[config.mk]
export PLATFORM = sky130hd
export DESIGN_NAME = regfile_wb_arbiter
export DESIGN_NICKNAME = d
export VERILOG_FILES = /design/src/rtl/regwb_pkg.sv /design/src/rtl/regwb_slot.sv /design/src/rtl/regfile_wb_arbiter.sv
export SDC_FILE = /design/constraint.sdc
export NUM_CORES = 1
export LEC_CHECK = 0
export BUFFER_PORTS_ARGS = -buffer_cell sky130_fd_sc_hd__buf_2
export CAP_MARGIN = 20
export CORE_MARGIN = 2
export CORE_UTILIZATION = 48
export DETAILED_ROUTE_END_ITERATION = 6
export GPL_ROUTABILITY_DRIVEN = 0
export PLACE_DENSITY = 0.84
export SLEW_MARGIN = 20
export SYNTH_ARGS = -nofsm -noshare
export SYNTH_HDL_FRONTEND = slang
export SYNTH_HIERARCHICAL = 1
export SYNTH_SLANG_ARGS = --single-unit
[constraint.sdc]
create_clock -name clk -period 1.7 [get_ports clk]
set_input_delay 0.255 -clock clk [delete_from_list [all_inputs] [get_ports clk]]
set_output_delay 0.255 -clock clk [all_outputs]
set_load 0.005 [all_outputs]
[src/rtl/regwb_pkg.sv]
// Shared definitions for the register-file writeback arbiter: default widths,
// FSM state encoding and the grant selector type.
package regwb_pkg;

    localparam int XLEN_DEF = 32;
    localparam int AREG_DEF = 5;

    // 3-bit encodings for the occupancy/age FSM.
    localparam logic [2:0] ST_EMPTY        = 3'd0;
    localparam logic [2:0] ST_ALU_ONLY     = 3'd1;
    localparam logic [2:0] ST_MEM_ONLY     = 3'd2;
    localparam logic [2:0] ST_BOTH_ALU_OLD = 3'd3;
    localparam logic [2:0] ST_BOTH_MEM_OLD = 3'd4;

    typedef enum logic [2:0] {
        EMPTY        = ST_EMPTY,
        ALU_ONLY     = ST_ALU_ONLY,
        MEM_ONLY     = ST_MEM_ONLY,
        BOTH_ALU_OLD = ST_BOTH_ALU_OLD,
        BOTH_MEM_OLD = ST_BOTH_MEM_OLD
    } state_t;

    typedef enum logic [1:0] {
        GNT_NONE = 2'd0,
        GNT_ALU  = 2'd1,
        GNT_MEM  = 2'd2
    } grant_t;

endpackage

[src/rtl/regwb_slot.sv]
// One-entry writeback holding buffer (valid, rd, data). A load on the same
// edge as a free refills the slot; otherwise free empties it.
module regwb_slot
    import regwb_pkg::*;
#(
    parameter int XLEN = XLEN_DEF,
    parameter int AREG = AREG_DEF
) (
    input  logic            clk,
    input  logic            rst_n,
    input  logic            load,
    input  logic            free,
    input  logic [AREG-1:0] load_rd,
    input  logic [XLEN-1:0] load_data,
    output logic            valid,
    output logic [AREG-1:0] rd,
    output logic [XLEN-1:0] data
);

    // Slot register: load has priority over free so a granted slot can refill.
    always_ff @(posedge clk or negedge rst_n) begin
        if (!rst_n) begin
            valid <= 1'b0;
            // NOTE: the payload is reset too, not just valid, so the muxed
            // rf_rd/rf_wdata path never carries X out of reset.
            rd    <= '0;
            data  <= '0;
        end else if (load) begin
            // NOTE: non-blocking assignments keep every register sampling the
            // pre-edge values, independent of statement order.
            valid <= 1'b1;
            rd    <= load_rd;
            data  <= load_data;
        end else if (free) begin
            valid <= 1'b0;
        end
    end

endmodule

[src/rtl/regfile_wb_arbiter.sv]
// Arbitrates the single register-file write port between the ALU and the
// load unit, retiring writes oldest-first. Outputs are registered.
// Optional feature: define REGWB_CONFLICT_CNT_EN to add conflict_cnt, a
// saturating count of cycles in which both holding slots are occupied.
module regfile_wb_arbiter
    import regwb_pkg::*;
#(
    parameter int XLEN = XLEN_DEF,
    parameter int AREG = AREG_DEF
) (
    input  logic            clk,
    input  logic            rst_n,
    input  logic            alu_valid,
    output logic            alu_ready,
    input  logic [AREG-1:0] alu_rd,
    input  logic [XLEN-1:0] alu_data,
    input  logic            mem_valid,
    output logic            mem_ready,
    input  logic [AREG-1:0] mem_rd,
    input  logic [XLEN-1:0] mem_data,
    output logic            rf_we,
    output logic [AREG-1:0] rf_rd,
    output logic [XLEN-1:0] rf_wdata
`ifdef REGWB_CONFLICT_CNT_EN
    ,
    output logic [31:0]     conflict_cnt
`endif
);

    state_t          state;
    state_t          state_next;
    grant_t          grant;

    logic            alu_q_valid;
    logic [AREG-1:0] alu_q_rd;
    logic [XLEN-1:0] alu_q_data;
    logic            mem_q_valid;
    logic [AREG-1:0] mem_q_rd;
    logic [XLEN-1:0] mem_q_data;

    logic            grant_alu;
    logic            grant_mem;
    logic            alu_load;
    logic            mem_load;
    logic            alu_keep;
    logic            mem_keep;
    logic            alu_occ_next;
    logic            mem_occ_next;

    assign grant_alu = (grant == GNT_ALU);
    assign grant_mem = (grant == GNT_MEM);

    // A slot is free to accept when empty or when it drains this cycle.
    assign alu_ready = rst_n & (~alu_q_valid | grant_alu);
    assign mem_ready = rst_n & (~mem_q_valid | grant_mem);

    // Writes to x0 complete the handshake but never enter a slot.
    assign alu_load  = alu_valid & alu_ready & (alu_rd != '0);
    assign mem_load  = mem_valid & mem_ready & (mem_rd != '0);

    assign alu_keep     = alu_q_valid & ~grant_alu;
    assign mem_keep     = mem_q_valid & ~grant_mem;
    assign alu_occ_next = alu_keep | alu_load;
    assign mem_occ_next = mem_keep | mem_load;

    regwb_slot #(.XLEN(XLEN), .AREG(AREG)) u_alu_slot (
        .clk       (clk),
        .rst_n     (rst_n),
        .load      (alu_load),
        .free      (grant_alu),
        .load_rd   (alu_rd),
        .load_data (alu_data),
        .valid     (alu_q_valid),
        .rd        (alu_q_rd),
        .data      (alu_q_data)
    );

    regwb_slot #(.XLEN(XLEN), .AREG(AREG)) u_mem_slot (
        .clk       (clk),
        .rst_n     (rst_n),
        .load      (mem_load),
        .free      (grant_mem),
        .load_rd   (mem_rd),
        .load_data (mem_data),
        .valid     (mem_q_valid),
        .rd        (mem_q_rd),
        .data      (mem_q_data)
    );

    // FSM state register.
    always_ff @(posedge clk or negedge rst_n) begin
        if (!rst_n) begin
            state <= EMPTY;
        end else begin
            state <= state_next;
        end
    end

    // Grant the older occupant; track occupancy and relative age for next cycle.
    always_comb begin
        // NOTE: defaults first so every path assigns both outputs and no
        // latch is inferred.
        grant      = GNT_NONE;
        state_next = EMPTY;

        case (state)
            ALU_ONLY:     grant = GNT_ALU;
            MEM_ONLY:     grant = GNT_MEM;
            BOTH_ALU_OLD: grant = GNT_ALU;
            BOTH_MEM_OLD: grant = GNT_MEM;
            default:      grant = GNT_NONE;
        endcase

        // A surviving entry is always older than a fresh one; two fresh
        // entries on the same edge rank MEM as older (deeper stage).
        if (alu_occ_next && mem_occ_next) begin
            if (alu_keep) begin
                state_next = BOTH_ALU_OLD;
            end else begin
                state_next = BOTH_MEM_OLD;
            end
        end else if (alu_occ_next) begin
            state_next = ALU_ONLY;
        end else if (mem_occ_next) begin
            state_next = MEM_ONLY;
        end else begin
            state_next = EMPTY;
        end
    end

    // Registered register-file write port; index/data hold when idle.
    always_ff @(posedge clk or negedge rst_n) begin
        if (!rst_n) begin
            rf_we    <= 1'b0;
            rf_rd    <= '0;
            rf_wdata <= '0;
        end else begin
            rf_we <= grant_alu | grant_mem;
            if (grant_mem) begin
                rf_rd    <= mem_q_rd;
                rf_wdata <= mem_q_data;
            end else if (grant_alu) begin
                rf_rd    <= alu_q_rd;
                rf_wdata <= alu_q_data;
            end
        end
    end

`ifdef REGWB_CONFLICT_CNT_EN
    // Saturating count of cycles spent with both slots occupied.
    always_ff @(posedge clk or negedge rst_n) begin
        if (!rst_n) begin
            conflict_cnt <= '0;
        end else if (((state == BOTH_ALU_OLD) || (state == BOTH_MEM_OLD)) &&
                     (conflict_cnt != 32'hFFFF_FFFF)) begin
            conflict_cnt <= conflict_cnt + 32'd1;
        end
    end
`endif

endmodule

; ---- Yosys cells after proc, flatten, opt, wreduce, memory -nomap -nowiden
; Index checks and enable logic that the tools add are counted.
[totals]
wordCells = 54
regBits = 117
in_bits = 78
out_inout_bits = 40
[classes]
mux = 13
n_eq_ne = 6
n_bitwise = 17
reduce_logical = 8
[ops]
columns = cell, count
row1 = 32-bit two-way mux, 2
row2 = 5-bit two-way mux, 2
row3 = 5-bit nonzero test, 2
row4 = 1-bit bitwise AND, 8
row5 = 3-bit by 2-bit == test with 1-bit output (second input constant), 2
row6 = 3-bit two-way mux, 2
row7 = 2-bit nonzero test, 3
row8 = 1-bit bitwise OR, 5
row9 = 1-bit two-way mux, 4
row10 = 2-bit two-way mux, 2
row11 = 1-bit inverter, 4
row12 = 2-bit one-hot mux with 2 select lines, 1
row13 = 2-bit OR reduction, 2
row14 = 3-bit by 1-bit == test with 1-bit output (second input constant), 1
row15 = 3-bit == test (second input constant), 1
row16 = 2-bit by 1-bit == test with 1-bit output (second input constant), 1
row17 = 2-bit == test (second input constant), 1
row18 = 1-bit logical AND, 1

; ---- Longest topological paths before layout
; Gate-level depths: netlist of the first run.
[depth]
depth_word = 12
ltp_mapped = 8
mapped_depth_nobuf = 5

; ---- Cells and area by module
; Netlist of the first run, hierarchy kept.
[by_module_without_submodules]
columns = module, area_per_inst_um2, seq_area_each_um2, instances, cells_each
row1 = regwb_slot, 1488.9, 950.9, 2, 81
row2 = regfile_wb_arbiter, 1845.5, 1026.0, 1, 152

; ---- Least setup slack after synthesis of the first run
; OpenSTA, ideal clock, no wires.
[synth_path]
path_kind = flip-flop to flip-flop
startpoint = register state[2]
endpoint = register u_alu_slot.data[14]
path_stages_with_launch = 9
n_path_buf = 3
t_arrival_ns = 1.691
slack_ns = -0.117
setup_time_ns = 0.125
path_cell_list = dfrtp_1 nand2b_1 inv_2 buf_2 o211ai_1 nor2_1 buf_6 buf_6 mux2_4
[synth_via]
elab_chain_len = 8
[synth_lines]
columns = element, line
row1 = from (decl), regfile_wb_arbiter.sv:30  ; state_t state;
row2 = from (signal assigned), regfile_wb_arbiter.sv:95  ; state <= state_next;
row3 = "3-bit == test, or another cell as far along", regfile_wb_arbiter.sv:106  ; case (state)
row4 = 2-bit OR reduction (no line), n/a
row5 = 2-bit one-hot mux with 2 select lines *, regfile_wb_arbiter.sv:106
row6 = 2-bit by 1-bit == test with 1-bit output *, regfile_wb_arbiter.sv:50  ; assign grant_alu = (grant == GNT_ALU);
row7 = 1-bit bitwise OR *, regfile_wb_arbiter.sv:54  ; assign alu_ready = rst_n & (~alu_q_valid | grant_alu);
row8 = 1-bit bitwise AND *, regfile_wb_arbiter.sv:54
row9 = 1-bit bitwise AND * (2 in a row), regfile_wb_arbiter.sv:58  ; assign alu_load = alu_valid & alu_ready & (alu_rd != '0);
row10 = via alu_load, regfile_wb_arbiter.sv:43  ; logic alu_load;
row11 = to (signal assigned), regwb_slot.sv:33  ; data <= load_data;
row12 = to (decl), regwb_slot.sv:17  ; output logic [XLEN-1:0] data
; Mark *: on every way through the listed nets, which the timed path passes. The rest lies on a longest branch.
; A chain may end at the register's enable or synchronous reset.

; ---- Worst setup path after layout of the first run
[layout_path]
startpoint = register state[2]
endpoint = output mem_ready
[layout_via]
elab_chain_len = 6
[layout_lines]
columns = element, line
row1 = "3-bit == test, or another cell as far along", regfile_wb_arbiter.sv:106
row2 = 2-bit OR reduction (no line), n/a
row3 = 2-bit one-hot mux with 2 select lines *, regfile_wb_arbiter.sv:106
row4 = 2-bit == test *, regfile_wb_arbiter.sv:51  ; assign grant_mem = (grant == GNT_MEM);
row5 = 1-bit bitwise OR *, regfile_wb_arbiter.sv:55  ; assign mem_ready = rst_n & (~mem_q_valid | grant_mem);
row6 = 1-bit bitwise AND *, regfile_wb_arbiter.sv:55
row7 = to (decl), regfile_wb_arbiter.sv:18  ; output logic mem_ready,
; Every way passes the cells marked *; elsewhere a longest branch is shown, timed or not.

==> impl_metrics.yaml, run 1 <==
synthesis:
  ys_types: 27
  ys_ff_latch: 117
  syn_inst: 314
  synth_top_area_share_pct: 60.7
  syn_nets: 392
  synth.top_cells.by_area: "dfrtp_1 (61%), mux2_4 (12%), mux2_2 (8.4%)"
  syn_avg_cell_area_um2: 15.4
  synth_top_area_cell: "dfrtp_1"
  synth_seq_area_share_pct: 60.7
  syn-cell-area_um2: 4820
  synth_warnings: 6
cts:
  clk-insertion-delay-late_ps: 530
  clock-sinks: 117
  numCtsBuffers: 17
  root_buffer: "clkbuf_8"
  cts_tree: "built"
  h-tree-depth: 4
  clk_pin_slew_worst_paths_ps: 60
  cts.path.max_buffers: 2
final_layout:
  areaGrowthSynthToFinish_pct: 58.2
  drive_gt1_share_pct: 50.3
  final_cells: 698
  nets: 631
  final_util_pct: 78.1
  diodes: 0
  fill_cells: 552
timing:
  finalCriticalPeriod_ps: 1970
  final_max_slew_viol_count: 0
  rsz0062_at_grt: "true"
  finClkSkew_ps: 8.00
  setup_ws_ps: -273
  hold_viol: 0
  setup_viol: 87
  slew_headroom_pct: 48.0
  worst_slew_pin_slew_ps: 781
  fin_tns_setup_ps: -12100
  max_freq_mhz: 507
  fin_crit_sh_pct: 116
floorplanning:
  die_w_um: 104
  core_um2: 9770
  die_h_um: 104
  initial_core_util_pct: 49.3
  rows: 36
  io_pins: 118
  die_area_um2: 10900
worst_setup_path:
  end_kind: "output pin"
  crit_required_ps: 1440
  arrival_ps: 1720
  rrSetupSlack_ps: -210
  crit_type: "reg2out"
  reg2reg_depth: 7
  start_kind: "register"
  crit_fanout: 2
detailed_routing:
  drc: 0
  drt_wl_total_um: 14400
  final_antenna_net_count: 0
  vias_per_cell: 5.31
  drt_iter0_drc: 205
  avgRoutedWirePerCell_um: 20.7
  num_vias: 3705
  dr.pass1.iters: 5
outcome:
  status: "finished with violations"
  violations: "negative setup slack"
global_routing:
  antenna_found_initial: 0
  track_usage_pct: 28.0
  grt_max_degree: 64
  gr-total-overflow: 0
  grt_pass1_wl_um: 23000
  grt_pass1_vias: 4315
power_and_ir_drop:
  ir_worst_vdd_mv: 1.20
  power_leakage_nw: 3.64
  power.total_mw: 14.6
  p_per_area_nw_per_um2: 1910
placement:
  pre_cts_slack_ps: -230
  post-place-cells: 569
  hpwl_um: 7290
  numPortBuffers: 117
run:
  maxCapViolations: 0
hold_path:
  min_path_type: "in2async"
-- layout by cell type, fill, tap and decap left out, types with 6 or more instances in the layout --
master | netlist | layout
mux2_2 | 36 | 18
a221o_1 | 37 | 37
mux2_4 | 38 | 56
clkbuf_16 | 0 | 18
buf_6 | 6 | 6
and2_0 | 6 | 6
dlygate4sd3_1 | 0 | 72
buf_4 | 0 | 25
buf_2 | 9 | 115
and2_1 | 33 | 32
dfrtp_1 | 117 | 117
buf_12 | 0 | 12
-- layout make-up --
class / count / area (um2) / area share (%)
clock buffers: 21 / 459 / 6.02
well taps: 133 / 166 / 2.18
multi-input cells: 171 / 1890 / 24.7
inverters: 6 / 22.5 / 0.295
flip-flops and latches: 117 / 2930 / 38.4
repair buffers: 240 / 2010 / 26.4
clock inverters: 10 / 153 / 2.00
-- worst max-delay path: stages (launching register included) --
cell and delay [ps]:
dfrtp_1 400, buf_6 130, buf_6 120, xnor2_4 140, o21ai_2 150, and2_1 140
buf_2 120
-- final timing paths --
kind                                     start                   to
setup reg to reg                      state[2]     u_mem_slot/rd[3]
min in group clk                     alu_rd[4]     u_alu_slot/rd[4]
hold reg to reg            u_alu_slot/data[24]  u_alu_slot/data[24]
hold / removal                           rst_n     u_mem_slot/valid
setup / recovery                      state[2]            mem_ready
max in group asynchronous                rst_n  u_mem_slot/data[20]
-- synth_stat cells --
master	n
a21oi_1	1
xor2_1	1
buf_2	9
and2_1	33
or4_1	1
a211oi_1	1
clkbuf_1	5
inv_2	1
and2_0	6
a221o_1	37
nor2_1	4
xnor2_1	1
o211a_1	1
a21o_1	2
o21ai_0	1
inv_1	5
o211ai_1	2
mux2_4	38
buf_6	6
o41ai_2	1
a2bb2oi_1	1
nand2b_1	1
a21boi_0	1
dfrtp_1	117
mux2_2	36
nand2_1	1
or4_4	1
-- cells by family after synthesis --
| family | Yosys count | share of synthesized area, % |
|---|---|---|
| DFF | 117 | 60.7 |
| AOI/OAI and AO/OA | 48 | 9.55 |
| and+or+nand+nor | 47 | 5.97 |
| muxes | 74 | 20.2 |
| buffers and inverters | 26 | 3.19 |
| xor gates and xnor gates | 2 | 0.363 |
-- power by group --
part	total (mW)	internal (mW)	switching, mW
clock	3.73	2.47	1.26
combinational	5.68	3.45	2.23
sequential	5.15	4.24	0.919
total	14.6	10.2	4.41
-- state kept, by name, summed over array words and instances, names as in the netlist, 3 cells and up --
name,flops
u_mem_slot/rd,5
u_alu_slot/rd,5
u_mem_slot/data,32
rf_wdata,32
u_alu_slot/data,32
rf_rd,5
state,3
-- stage by stage --
| stage | instance area, um2 | hold WS (ps) |
|---|---|---|
| after floorplan | 4850 | -40.6 |
| after global placement | 5780 | 317 |
| after detailed placement | 5780 | 323 |
| after CTS | 7640 | 53.0 |
| after global routing | 7630 | 87.8 |
| final | 7630 | 84.4 |
-- layer usage --
| layer | up-vias | track usage [%] | wire, um |
|---|---|---|---|
| met5 | - | 0 | 0 |
| met4 | 0 | 12.2 | 500 |
| met3 | 42 | 6.77 | 678 |
| met2 | 156 | 50.2 | 7690 |
| met1 | 1879 | 31.7 | 5580 |
| li1 | 1628 | - | - |
-- what timing repair did --
action | in CTS | in global routing
resized for setup | 42 | 12
hold buffers | 73 | 0
buffers inserted | 23 | 6
hold endpoints to repair | 189 | 0
gates cloned | 7 | 2
endpoints found under the setup margin | 93 | 114
pin swaps | 6 | 4
Note: power is estimated with default switching activity, not from simulation.
==> inputs of run 2 (changes only) <==
--- a/config.mk
+++ b/config.mk
@@ -8,12 +8,11 @@
 export BUFFER_PORTS_ARGS = -buffer_cell sky130_fd_sc_hd__buf_2
 export CAP_MARGIN = 20
 export CORE_MARGIN = 2
-export CORE_UTILIZATION = 48
+export CORE_UTILIZATION = 47
 export DETAILED_ROUTE_END_ITERATION = 6
 export GPL_ROUTABILITY_DRIVEN = 0
-export PLACE_DENSITY = 0.84
+export PLACE_DENSITY = 0.83
 export SLEW_MARGIN = 20
 export SYNTH_ARGS = -nofsm -noshare
 export SYNTH_HDL_FRONTEND = slang
-export SYNTH_HIERARCHICAL = 1
 export SYNTH_SLANG_ARGS = --single-unit
==> run 2 against run 1 <==
Effect of this change: the run ends with negative hold slack, negative setup slack left; non-clock buffer count fell by 28; sequential share of layout area rose by 3.9 points; first-iteration DRC count fell by 56%; synthesized cell count fell by 1.9%; utilization fell by 6.6 points; total power fell by 8.7%; register-to-register slack improved by 350 ps.
==> impl_metrics.yaml, run 2 <==
outcome:
  status: "finished with violations"
  violations: "negative hold slack, negative setup slack"
synthesis:
  synth_edf_count: 0
  yosysMostFrequentCell: "dfrtp_1"
  synth_top_area_share_pct: 62.9
  ys_ff_latch: 117
  yosys_most_used_dff: "dfrtp_1"
  ys_types: 25
  syn_nets: 386
  synth_top_area_cell: "dfrtp_1"
  synth.top_cells.by_count: "dfrtp_1 (117), mux2_2 (63), a21o_1 (37), a22o_1 (37), clkbuf_1 (10)"
  syn_avg_cell_area_um2: 15.1
  syn_inst: 308
  async_flop_share_pct: 100
  synth.top_cells.by_area: "dfrtp_1 (63%), mux2_2 (15%), a22o_1 (7.0%)"
  syn-cell-area_um2: 4650
  synth_seq_area_share_pct: 62.9
  synth_warnings: 0
hold_path:
  min_path_type: "in2async"
timing:
  slew_headroom_pct: 56.0
  setup_viol: 1
  hold_viol: 38
  final_max_slew_viol_count: 0
  rsz0062_at_grt: "true"
  max_freq_mhz: 577
  fin_crit_sh_pct: 102
  finalCriticalPeriod_ps: 1730
  setup_ws_ps: -33.3
  worst_slew_pin_slew_ps: 660
  finClkSkew_ps: 6.61
  whs_ps: -101
worst_setup_path:
  path_buf_inv: 1
  end_kind: "output pin"
  arrival_ps: 1480
  path_cells: "xnor2_2 -> o21ai_2 -> and2_1 -> buf_2"
  crit_type: "reg2out"
  path_delay_family: "flip-flops"
  start_kind: "register"
  slowest_stage: "dfrtp_1"
  crit_fanout: 3
  max_stage_delay_ps: 410
  crit_required_ps: 1440
final_layout:
  reg_top3: "rf_wdata x32, u_alu_slot.data x32, u_mem_slot.data x32"
  nets: 598
  drive_gt1_share_pct: 47.3
  diodes: 0
  final_cell_mix: "dfrtp_1 (117), buf_2 (116), dlygate4sd3_1 (72)"
  areaGrowthSynthToFinish_pct: 48.7
  final_util_pct: 71.4
  final_common_cell: "dfrtp_1"
global_routing:
  grt_max_degree: 54
  track_usage_pct: 23.6
  antenna_found_initial: 0
  gr-total-overflow: 0
  grt_pass1_wl_um: 18300
  grt_pass1_vias: 3624
power_and_ir_drop:
  power_leakage_nw: 3.43
  p_per_area_nw_per_um2: 1920
  ir_worst_vdd_mv: 0.948
detailed_routing:
  drt_wl_total_um: 12000
  avgRoutedWirePerCell_um: 18.0
  drc: 0
  num_vias: 3401
  final_antenna_net_count: 0
  dr.pass1.iters: 4
  drt_iter0_drc: 90
  vias_per_cell: 5.11
floorplanning:
  die_h_um: 103
  io_pins: 118
  core_um2: 9680
  rows: 36
  die_area_um2: 10700
  die_w_um: 103
  initial_core_util_pct: 48.0
cts:
  cts_tree: "built"
  clk_pin_slew_worst_paths_ps: 60
  root_buffer: "clkbuf_8"
  clk-insertion-delay-late_ps: 510
  cts.path.max_buffers: 2
  clock-sinks: 117
  numCtsBuffers: 17
  h-tree-depth: 4
placement:
  hpwl_um: 7320
  numPortBuffers: 117
  pre_cts_slack_ps: -241
run:
  maxCapViolations: 0
-- run 2: cell types whose count changed in the layout (fill, tap and decap cells not counted), sizes merged, moves of 2 or more --
cell	change
a21o	+35
o21ai	+2
nand2	+4
buf	-24
a221o	-37
and2	-36
a22o	+37
inv	-4
nor2	-2
-- run 2: report_power, final --
part           total [mW]  leakage (nW)  internal [mW]  switching, mW
logic                4.71          1.76           2.71           2.00
registers            5.07          1.39           4.24          0.820
clock network        3.53         0.288           2.34           1.19
total                13.3          3.43           9.29           4.01
-- run 2: worst reg2reg max path, stage by stage (launching register included) --
cell and delay [ps]:
dfrtp_1 410, nand2b_4 180, a21oi_4 240, buf_4 230, mux2_2 370
-- run 2: layout make-up --
cell class                      instances  area [um2]
Clock buffer                           23         467
Tap cell                              133         166
Fill cell                             648        2770
Timing Repair Buffer                  212        1550
Sequential cell                       117        2930
Inverter                                2        7.51
Clock inverter                          9         125
Multi-Input combinational cell        170        1680
-- run 2: kinds of logic after synthesis --
logic type	count (synthesis)	share of synthesized area [%]
muxes	74	18.6
DFF	117	62.9
xor gates and xnor gates	1	0.188
buffers and inverters	21	2.56
AOI/OAI and AO/OA	81	14.0
and+or+nand+nor	14	1.72
-- run 2: metal layers --
layer  global-route usage (%)  vias up  share of wire [%]
li1                         -     1549                  -
met1                     26.9     1739                 40
met2                     41.8       95                 53
met3                     6.65       18                5.0
met4                     9.51        0                1.9
met5                        0        -                  0
-- run 2: final timing paths --
kind / end / cells past startpoint / slack, ps / from
max reg2reg: u_alu_slot.data[14] / 4 / 140 / state[2]
max: mem_ready / 4 / -30 / state[2]
max in group asynchronous: rf_wdata[4] / 3 / 760 / rst_n
min: rf_wdata[6] / 2 / -100 / rst_n
min in group clk: u_alu_slot.rd[3] / 2 / 20 / alu_rd[3]
min reg2reg: rf_wdata[20] / 1 / 470 / rf_wdata[20]
-- run 2: repair_timing --
item,4_1_cts,5_1_grt
endpoints found under the setup margin,2,39
hold buffers,71,1
buffers inserted,3,0
gates resized for setup,3,4
endpoints found under the hold margin,133,39
pin swaps,1,1
gates cloned,0,0
-- run 2: per-stage QoR --
stage	std cells	TNS [ps]	cell area, um2	hold slack, ps	total power [mW]
2_1_floorplan	308	-1630	4660	-40.6	7.77
3_3_place_gp	560	-9930	5550	287	9.24
3_5_place_dp	560	-11660	5550	294	9.53
4_1_cts	666	-190	6900	-104	13.3
5_1_grt	666	-215	6920	-76.3	14.1
6_report	666	-33.3	6920	-101	13.3
